**src/rtl/stopwatch_ctrl_if.sv**
```systemverilog
// Button levels in, counter/display controls out, between the stopwatch
// button front end and the time counters.
interface stopwatch_ctrl_if;
  logic STRTSTOP;
  logic LAP;
  logic CLK_EN;
  logic RUNNING;
  logic LAP_HOLD;
  logic CNT_CLR;

  modport master (
    output STRTSTOP,
    output LAP,
    input  CLK_EN,
    input  RUNNING,
    input  LAP_HOLD,
    input  CNT_CLR
  );

  modport slave (
    input  STRTSTOP,
    input  LAP,
    output CLK_EN,
    output RUNNING,
    output LAP_HOLD,
    output CNT_CLR
  );
endinterface

```
**src/rtl/stopwatch_ctrl.sv**
```systemverilog
// Stopwatch control: button edge detect with lockout, start/stop/lap/clear FSM
// and the tenths prescaler that gates the time counters.
module stopwatch_ctrl #(
  parameter int unsigned CLK_DIV = 50000,
  parameter int unsigned LOCKOUT = 16
) (
  input  logic             CLK,
  input  logic             RESET_N,
  stopwatch_ctrl_if.slave  sw
);

  localparam int unsigned DIV_W  = $clog2(CLK_DIV);
  localparam int unsigned LOCK_W = $clog2(LOCKOUT + 1);
  localparam logic [DIV_W-1:0]  DIV_MAX   = DIV_W'(CLK_DIV - 1);
  localparam logic [LOCK_W-1:0] LOCK_LOAD = LOCK_W'(LOCKOUT);

  typedef enum logic [2:0] {
    ST_CLEAR,
    ST_IDLE,
    ST_RUN,
    ST_LAP,
    ST_STOP
  } state_e;

  state_e            state_q, state_d;
  logic              ss_s1_q, ss_s2_q;
  logic              lap_s1_q, lap_s2_q;
  logic [LOCK_W-1:0] lock_q, lock_d;
  logic [DIV_W-1:0]  div_q, div_d;
  logic              clk_en_q, clk_en_d;
  logic              running_q, running_d;
  logic              lap_hold_q, lap_hold_d;
  logic              cnt_clr_q, cnt_clr_d;

  logic              ss_edge, lap_edge;
  logic              counting;

  // Next state, lockout, prescaler and output decode
  always_comb begin
    state_d    = state_q;
    lock_d     = lock_q;
    div_d      = div_q;
    clk_en_d   = 1'b0;
    running_d  = 1'b0;
    lap_hold_d = 1'b0;
    cnt_clr_d  = 1'b0;

    ss_edge  = ss_s1_q  & ~ss_s2_q  & (lock_q == '0);
    lap_edge = lap_s1_q & ~lap_s2_q & (lock_q == '0);
    counting = (state_q == ST_RUN) || (state_q == ST_LAP);

    // Any accepted edge rearms the lockout, even if the FSM ignores it
    if (ss_edge || lap_edge) begin
      lock_d = LOCK_LOAD;
    end else if (lock_q != '0) begin
      lock_d = lock_q - LOCK_W'(1);
    end

    if (state_q == ST_CLEAR) begin
      div_d = '0;
    end else if (counting) begin
      div_d = (div_q == DIV_MAX) ? '0 : div_q + DIV_W'(1);
    end

    case (state_q)
      ST_CLEAR: state_d = ST_IDLE;
      ST_IDLE:  if (ss_edge) state_d = ST_RUN;
      ST_RUN: begin
        if (ss_edge)       state_d = ST_STOP;
        else if (lap_edge) state_d = ST_LAP;
      end
      ST_LAP: begin
        if (ss_edge)       state_d = ST_STOP;
        else if (lap_edge) state_d = ST_RUN;
      end
      ST_STOP: begin
        if (ss_edge)       state_d = ST_RUN;
        else if (lap_edge) state_d = ST_CLEAR;
      end
      default: state_d = ST_CLEAR;
    endcase

    // Outputs registered from next-state values: same cycle as a direct state decode
    running_d  = (state_d == ST_RUN) || (state_d == ST_LAP);
    lap_hold_d = (state_d == ST_LAP);
    cnt_clr_d  = (state_d == ST_CLEAR);
    clk_en_d   = running_d && (div_d == DIV_MAX);
  end

  // Synchronous active-low reset; synchronisers reset high so a held button gives no edge
  always_ff @(posedge CLK) begin
    if (!RESET_N) begin
      state_q    <= ST_CLEAR;
      ss_s1_q    <= 1'b1;
      ss_s2_q    <= 1'b1;
      lap_s1_q   <= 1'b1;
      lap_s2_q   <= 1'b1;
      lock_q     <= '0;
      div_q      <= '0;
      clk_en_q   <= 1'b0;
      running_q  <= 1'b0;
      lap_hold_q <= 1'b0;
      cnt_clr_q  <= 1'b1;
    end else begin
      state_q    <= state_d;
      ss_s1_q    <= sw.STRTSTOP;
      ss_s2_q    <= ss_s1_q;
      lap_s1_q   <= sw.LAP;
      lap_s2_q   <= lap_s1_q;
      lock_q     <= lock_d;
      div_q      <= div_d;
      clk_en_q   <= clk_en_d;
      running_q  <= running_d;
      lap_hold_q <= lap_hold_d;
      cnt_clr_q  <= cnt_clr_d;
    end
  end

  assign sw.CLK_EN   = clk_en_q;
  assign sw.RUNNING  = running_q;
  assign sw.LAP_HOLD = lap_hold_q;
  assign sw.CNT_CLR  = cnt_clr_q;

endmodule

```
**src/flat_wrapper.sv**
```systemverilog
// flat-port wrapper written by rule: the top's interface ports become plain ports
module stopwatch_ctrl_flat 
#(
  parameter int unsigned CLK_DIV = 50000,
  parameter int unsigned LOCKOUT = 16
)
  (CLK, RESET_N, sw_STRTSTOP, sw_LAP, sw_CLK_EN, sw_RUNNING, sw_LAP_HOLD, sw_CNT_CLR);
  stopwatch_ctrl_if sw_i ();
  input  logic CLK;
  input  logic RESET_N;
  input wire logic [$bits(sw_i.STRTSTOP)-1:0] sw_STRTSTOP;
  input wire logic [$bits(sw_i.LAP)-1:0] sw_LAP;
  output wire logic [$bits(sw_i.CLK_EN)-1:0] sw_CLK_EN;
  output wire logic [$bits(sw_i.RUNNING)-1:0] sw_RUNNING;
  output wire logic [$bits(sw_i.LAP_HOLD)-1:0] sw_LAP_HOLD;
  output wire logic [$bits(sw_i.CNT_CLR)-1:0] sw_CNT_CLR;
  assign sw_i.STRTSTOP = sw_STRTSTOP;
  assign sw_i.LAP = sw_LAP;
  assign sw_CLK_EN = sw_i.CLK_EN;
  assign sw_RUNNING = sw_i.RUNNING;
  assign sw_LAP_HOLD = sw_i.LAP_HOLD;
  assign sw_CNT_CLR = sw_i.CNT_CLR;
  stopwatch_ctrl #(.CLK_DIV(CLK_DIV), .LOCKOUT(LOCKOUT)) u_core (.CLK(CLK), .RESET_N(RESET_N), .sw(sw_i));
endmodule
```
**config.mk**
```make
export PLATFORM = sky130hd
export DESIGN_NAME = stopwatch_ctrl_flat
export DESIGN_NICKNAME = d
export VERILOG_FILES = /design/src/rtl/stopwatch_ctrl_if.sv /design/src/rtl/stopwatch_ctrl.sv /design/src/flat_wrapper.sv
export SDC_FILE = /design/constraint.sdc
export NUM_CORES = 1
export LEC_CHECK = 0
export CAP_MARGIN = 20
export CORE_ASPECT_RATIO = 0.7
export CORE_UTILIZATION = 53
export DETAILED_ROUTE_END_ITERATION = 8
export DONT_BUFFER_PORTS = 1
export PLACE_DENSITY = 0.69
export SLEW_MARGIN = 20
export SYNTH_ARGS = -nofsm -noshare
export SYNTH_HDL_FRONTEND = slang
export SYNTH_SLANG_ARGS = --single-unit
```
**constraint.sdc**
```tcl
create_clock -name CLK -period 2.2 [get_ports CLK]
set_clock_uncertainty 0.2 [all_clocks]
set_input_delay 0.44 -clock CLK [delete_from_list [all_inputs] [get_ports CLK]]
set_output_delay 0.44 -clock CLK [all_outputs]
set_load 0.05 [all_outputs]
```
==> impl_metrics.py <==
metrics = {
    "run_status": {
        "outcome": "complete, no violations",
    },
    "setup_path": {
        "crit_chain": "inv_2, ha_4, or4b_4, nor3b_4, mux2i_2, nand4bb_1, nor4_2",
        "cp-start-kind": "flop",
        "path_buf_inv": 1,
        "critical_path_class": "flop to flop",
        "rrSetupSlack_ns": 0.04,
        "timing.rr.end": "u_core.sw.CLK_EN",
        "crit_path_max_fanout": 3,
        "max_stage_delay_ns": 0.52,
        "required_ns": 2.17,
        "reg2reg_depth": 7,
        "crit_path_top_delay_cell": "or4b_4",
        "reg2reg_from": "u_core.lock_q[0]",
        "crit_path_end_kind": "flop",
        "cp.arrival_ns": 2.12,
        "cp_top_family": "simple AND/OR/NAND/NOR gates",
    },
    "synth": {
        "yosysSeqAreaShare_pct": 39.2,
        "synthCells": 193,
        "synth.largest_area_cell": "dfxtp_1",
        "synth_fp_nets": 200,
        "synth_edf_count": 0,
        "synth_top_family_by_area": "simple AND/OR/NAND/NOR gates",
        "synth_top_area_share_pct": 39.2,
        "yosysWarnings": 0,
        "synth-main-ff-cell": "dfxtp_1",
        "synth_compound_area_share_pct": 7.81,
        "synth_mux_area_share_pct": 0.613,
        "ys_seq_elements": 32,
        "synthAdderAreaFrac_pct": 2.30,
        "synth-async-reset-ratio_pct": 0,
        "yosys-top-cells-area": "dfxtp_1 39%, xnor2_1 7.5%, nor2_1 7.4%",
        "synth_cell_types": 44,
        "netlist_area_mm2": 0.00163,
        "synthXorXnorAreaFrac_pct": 10.7,
        "synth-simple-area-share_pct": 35.3,
        "syn_avg_cell_area_um2": 8.47,
    },
    "routing": {
        "wl_per_cell_um": 15.5,
        "vias_per_cell": 5.78,
        "ant_nets": 0,
        "drc": 0,
        "routed_wl_mm": 3.84,
        "drtIter0Drc": 71,
        "num_vias": 1434,
        "firstDrtPassIters": 4,
    },
    "sta": {
        "hold_viol": 0,
        "fin_setup_tns_ns": 0,
        "finalCritPeriodShare_pct": 98.0,
        "hold_ws_ns": 0.0188,
        "worst_pin_slew_ns": 0.521,
        "finalSetupViolations": 0,
        "drv_slew": 0,
        "rsz0062_at_grt": "yes",
        "period_needed_ns": 2.16,
        "maxSlewHeadroom_pct": 65.2,
        "max_freq_ghz": 0.464,
    },
    "power": {
        "pwr_density_cell_mw_per_mm2": 877,
        "intPower_uw": 1250,
        "clkPwrFrac_pct": 35.9,
        "sequentialPowerShare_pct": 39.8,
        "switching_share_pct": 27.9,
        "p_leak_uw": 0.000704,
        "combPwrFrac_pct": 24.3,
        "power.total_uw": 1730,
        "switchingPower_uw": 483,
        "vdd_drop_max_uv": 550,
    },
    "placement": {
        "place_congestion": 0.856,
        "placed_cell_area_mm2": 0.00176,
        "numPortBuffers": 0,
        "dpl.hpwl_mm": 2.66,
    },
    "global_routing": {
        "antenna_found_initial": 0,
        "grt_pass1_wl_mm": 6.13,
        "overflow": 0,
        "grt_max_degree": 17,
        "grt_pass1_vias": 1358,
        "grt_use_total_pct": 25.3,
    },
    "clocking": {
        "cts_sinks": 32,
        "cts_tree": "yes",
        "clock_latency_ns": 0.29,
        "clk_transition_reported_paths_ns": 0.07,
        "cts_hold_buf": 0,
        "cts-root-buf": "clkbuf_8",
        "cts_buffer_depth": 2,
        "ctsHtreeMaxLevel": 2,
        "cts_buffers": 5,
    },
    "cells_and_area": {
        "fillers": 232,
        "final_common_cell": "nor2_1",
        "design_area_mm2": 0.00197,
        "diodes": 0,
        "synthToLayoutAreaGrowth_pct": 20.8,
        "nets": 218,
        "post-route-util_pct": 68.9,
        "final_cell_mix": "32 x nor2_1, 30 x dfxtp_1, 19 x buf_4, 14 x nand2_1, 14 x xnor2_1",
        "post_route_cells_drive_above_1_share_pct": 19.8,
    },
    "min_path": {
        "min-delay-start": "RESET_N",
        "hp-class": "input port to flop",
        "min_path_cells": 1,
        "whs_endpoint": "u_core.sw.CNT_CLR",
    },
    "die": {
        "initial_utilization_pct": 57.1,
        "core_mm2": 0.00286,
        "die_w_um": 68.4,
        "die-area_mm2": 0.00331,
        "rows": 16,
        "fp.dieH_um": 48.5,
        "io_pins": 8,
    },
    "job": {
        "cap_violations": 0,
    },
}
-- sequential cells by signal, indices dropped and copies added (netlist names) --
| name | cells |
|---|---|
| u_core.lap_s2_q | 1 |
| u_core.div_q | 16 |
| u_core.lap_s1_q | 1 |
| u_core.ss_s1_q | 1 |
| u_core.sw.RUNNING | 1 |
| u_core.sw.LAP_HOLD | 1 |
| u_core.state_q | 3 |
| u_core.sw.CLK_EN | 1 |
| u_core.sw.CNT_CLR | 1 |
| u_core.ss_s2_q | 1 |
| u_core.lock_q | 5 |
-- worst max-delay path by stage --
stage	from	to	slack, ns	depth (start not counted)
3_3_place_gp	u_core.lock_q[0]	u_core.sw.CLK_EN	0.07	7
5_1_grt	u_core.lock_q[1]	u_core.sw.CLK_EN	-0.01	7
3_5_place_dp	u_core.lock_q[0]	u_core.sw.CLK_EN	-0.03	7
2_1_floorplan	u_core.div_q[0]	u_core.sw.CLK_EN	0.04	7
4_1_cts	u_core.lock_q[0]	u_core.sw.CLK_EN	0.006	7
6_report	u_core.lock_q[0]	u_core.sw.CLK_EN	0.04	7
-- Yosys cell counts, drive strengths merged (4+ instances only) --
library cell	n
nor3	8
clkbuf	7
nor4	7
xnor2	14
nand2b	9
a21oi	4
nand2	14
nand4	5
dfxtp	32
nand3	7
inv	5
xor2	6
nor2	32
-- layer usage --
layer	wire length, um	track usage, %	vias to the layer above
met3	230	6.84	9
met1	1880	35.6	672
met2	1660	36.1	45
li1	-	-	708
met5	0	0	-
met4	72	10.1	0
-- cells by family (layout without fill, tap and decap cells) --
group           Yosys count  in the layout
simple gates            104            104
flops                    32             32
xor+xnor                 20             20
compound gates           18             18
buf+inv                  15             34
fa+ha+maj                 3              3
mux                       1              1
-- area by class of cell --
class / count / area [um2] / area share [%]
timing repair buffer: 21 / 174 / 8.81
clock inverter: 1 / 30.0 / 1.52
tap: 36 / 45.0 / 2.28
inverter: 5 / 18.8 / 0.951
clock buffer: 7 / 96.3 / 4.88
multi-input combinational: 146 / 966 / 49.0
sequential: 32 / 643 / 32.6
-- power groups by stage --
stage                     clock [uW]  combinational [uW]  sequential (uW)
after floorplan                    0                 266              680
after global placement             0                 294              688
after detailed placement           0                 311              693
after CTS                        624                 336              682
after global routing             653                 456              692
final                            621                 421              688
-- stage by stage --
stage | setup WS [ns] | cells
floorplan | 0.0407 | 193
global placement | 0.0677 | 234
detailed placement | -0.0308 | 234
CTS | 0.00604 | 243
global route | -0.0146 | 248
finish | 0.0449 | 248
-- repair_timing --
item                                    CTS  global route
setup buffers                             1             5
pin swaps                                 1             5
endpoints found under the setup margin    6             7
resized for setup                         1            10
Power figures use the tool's default switching activity.
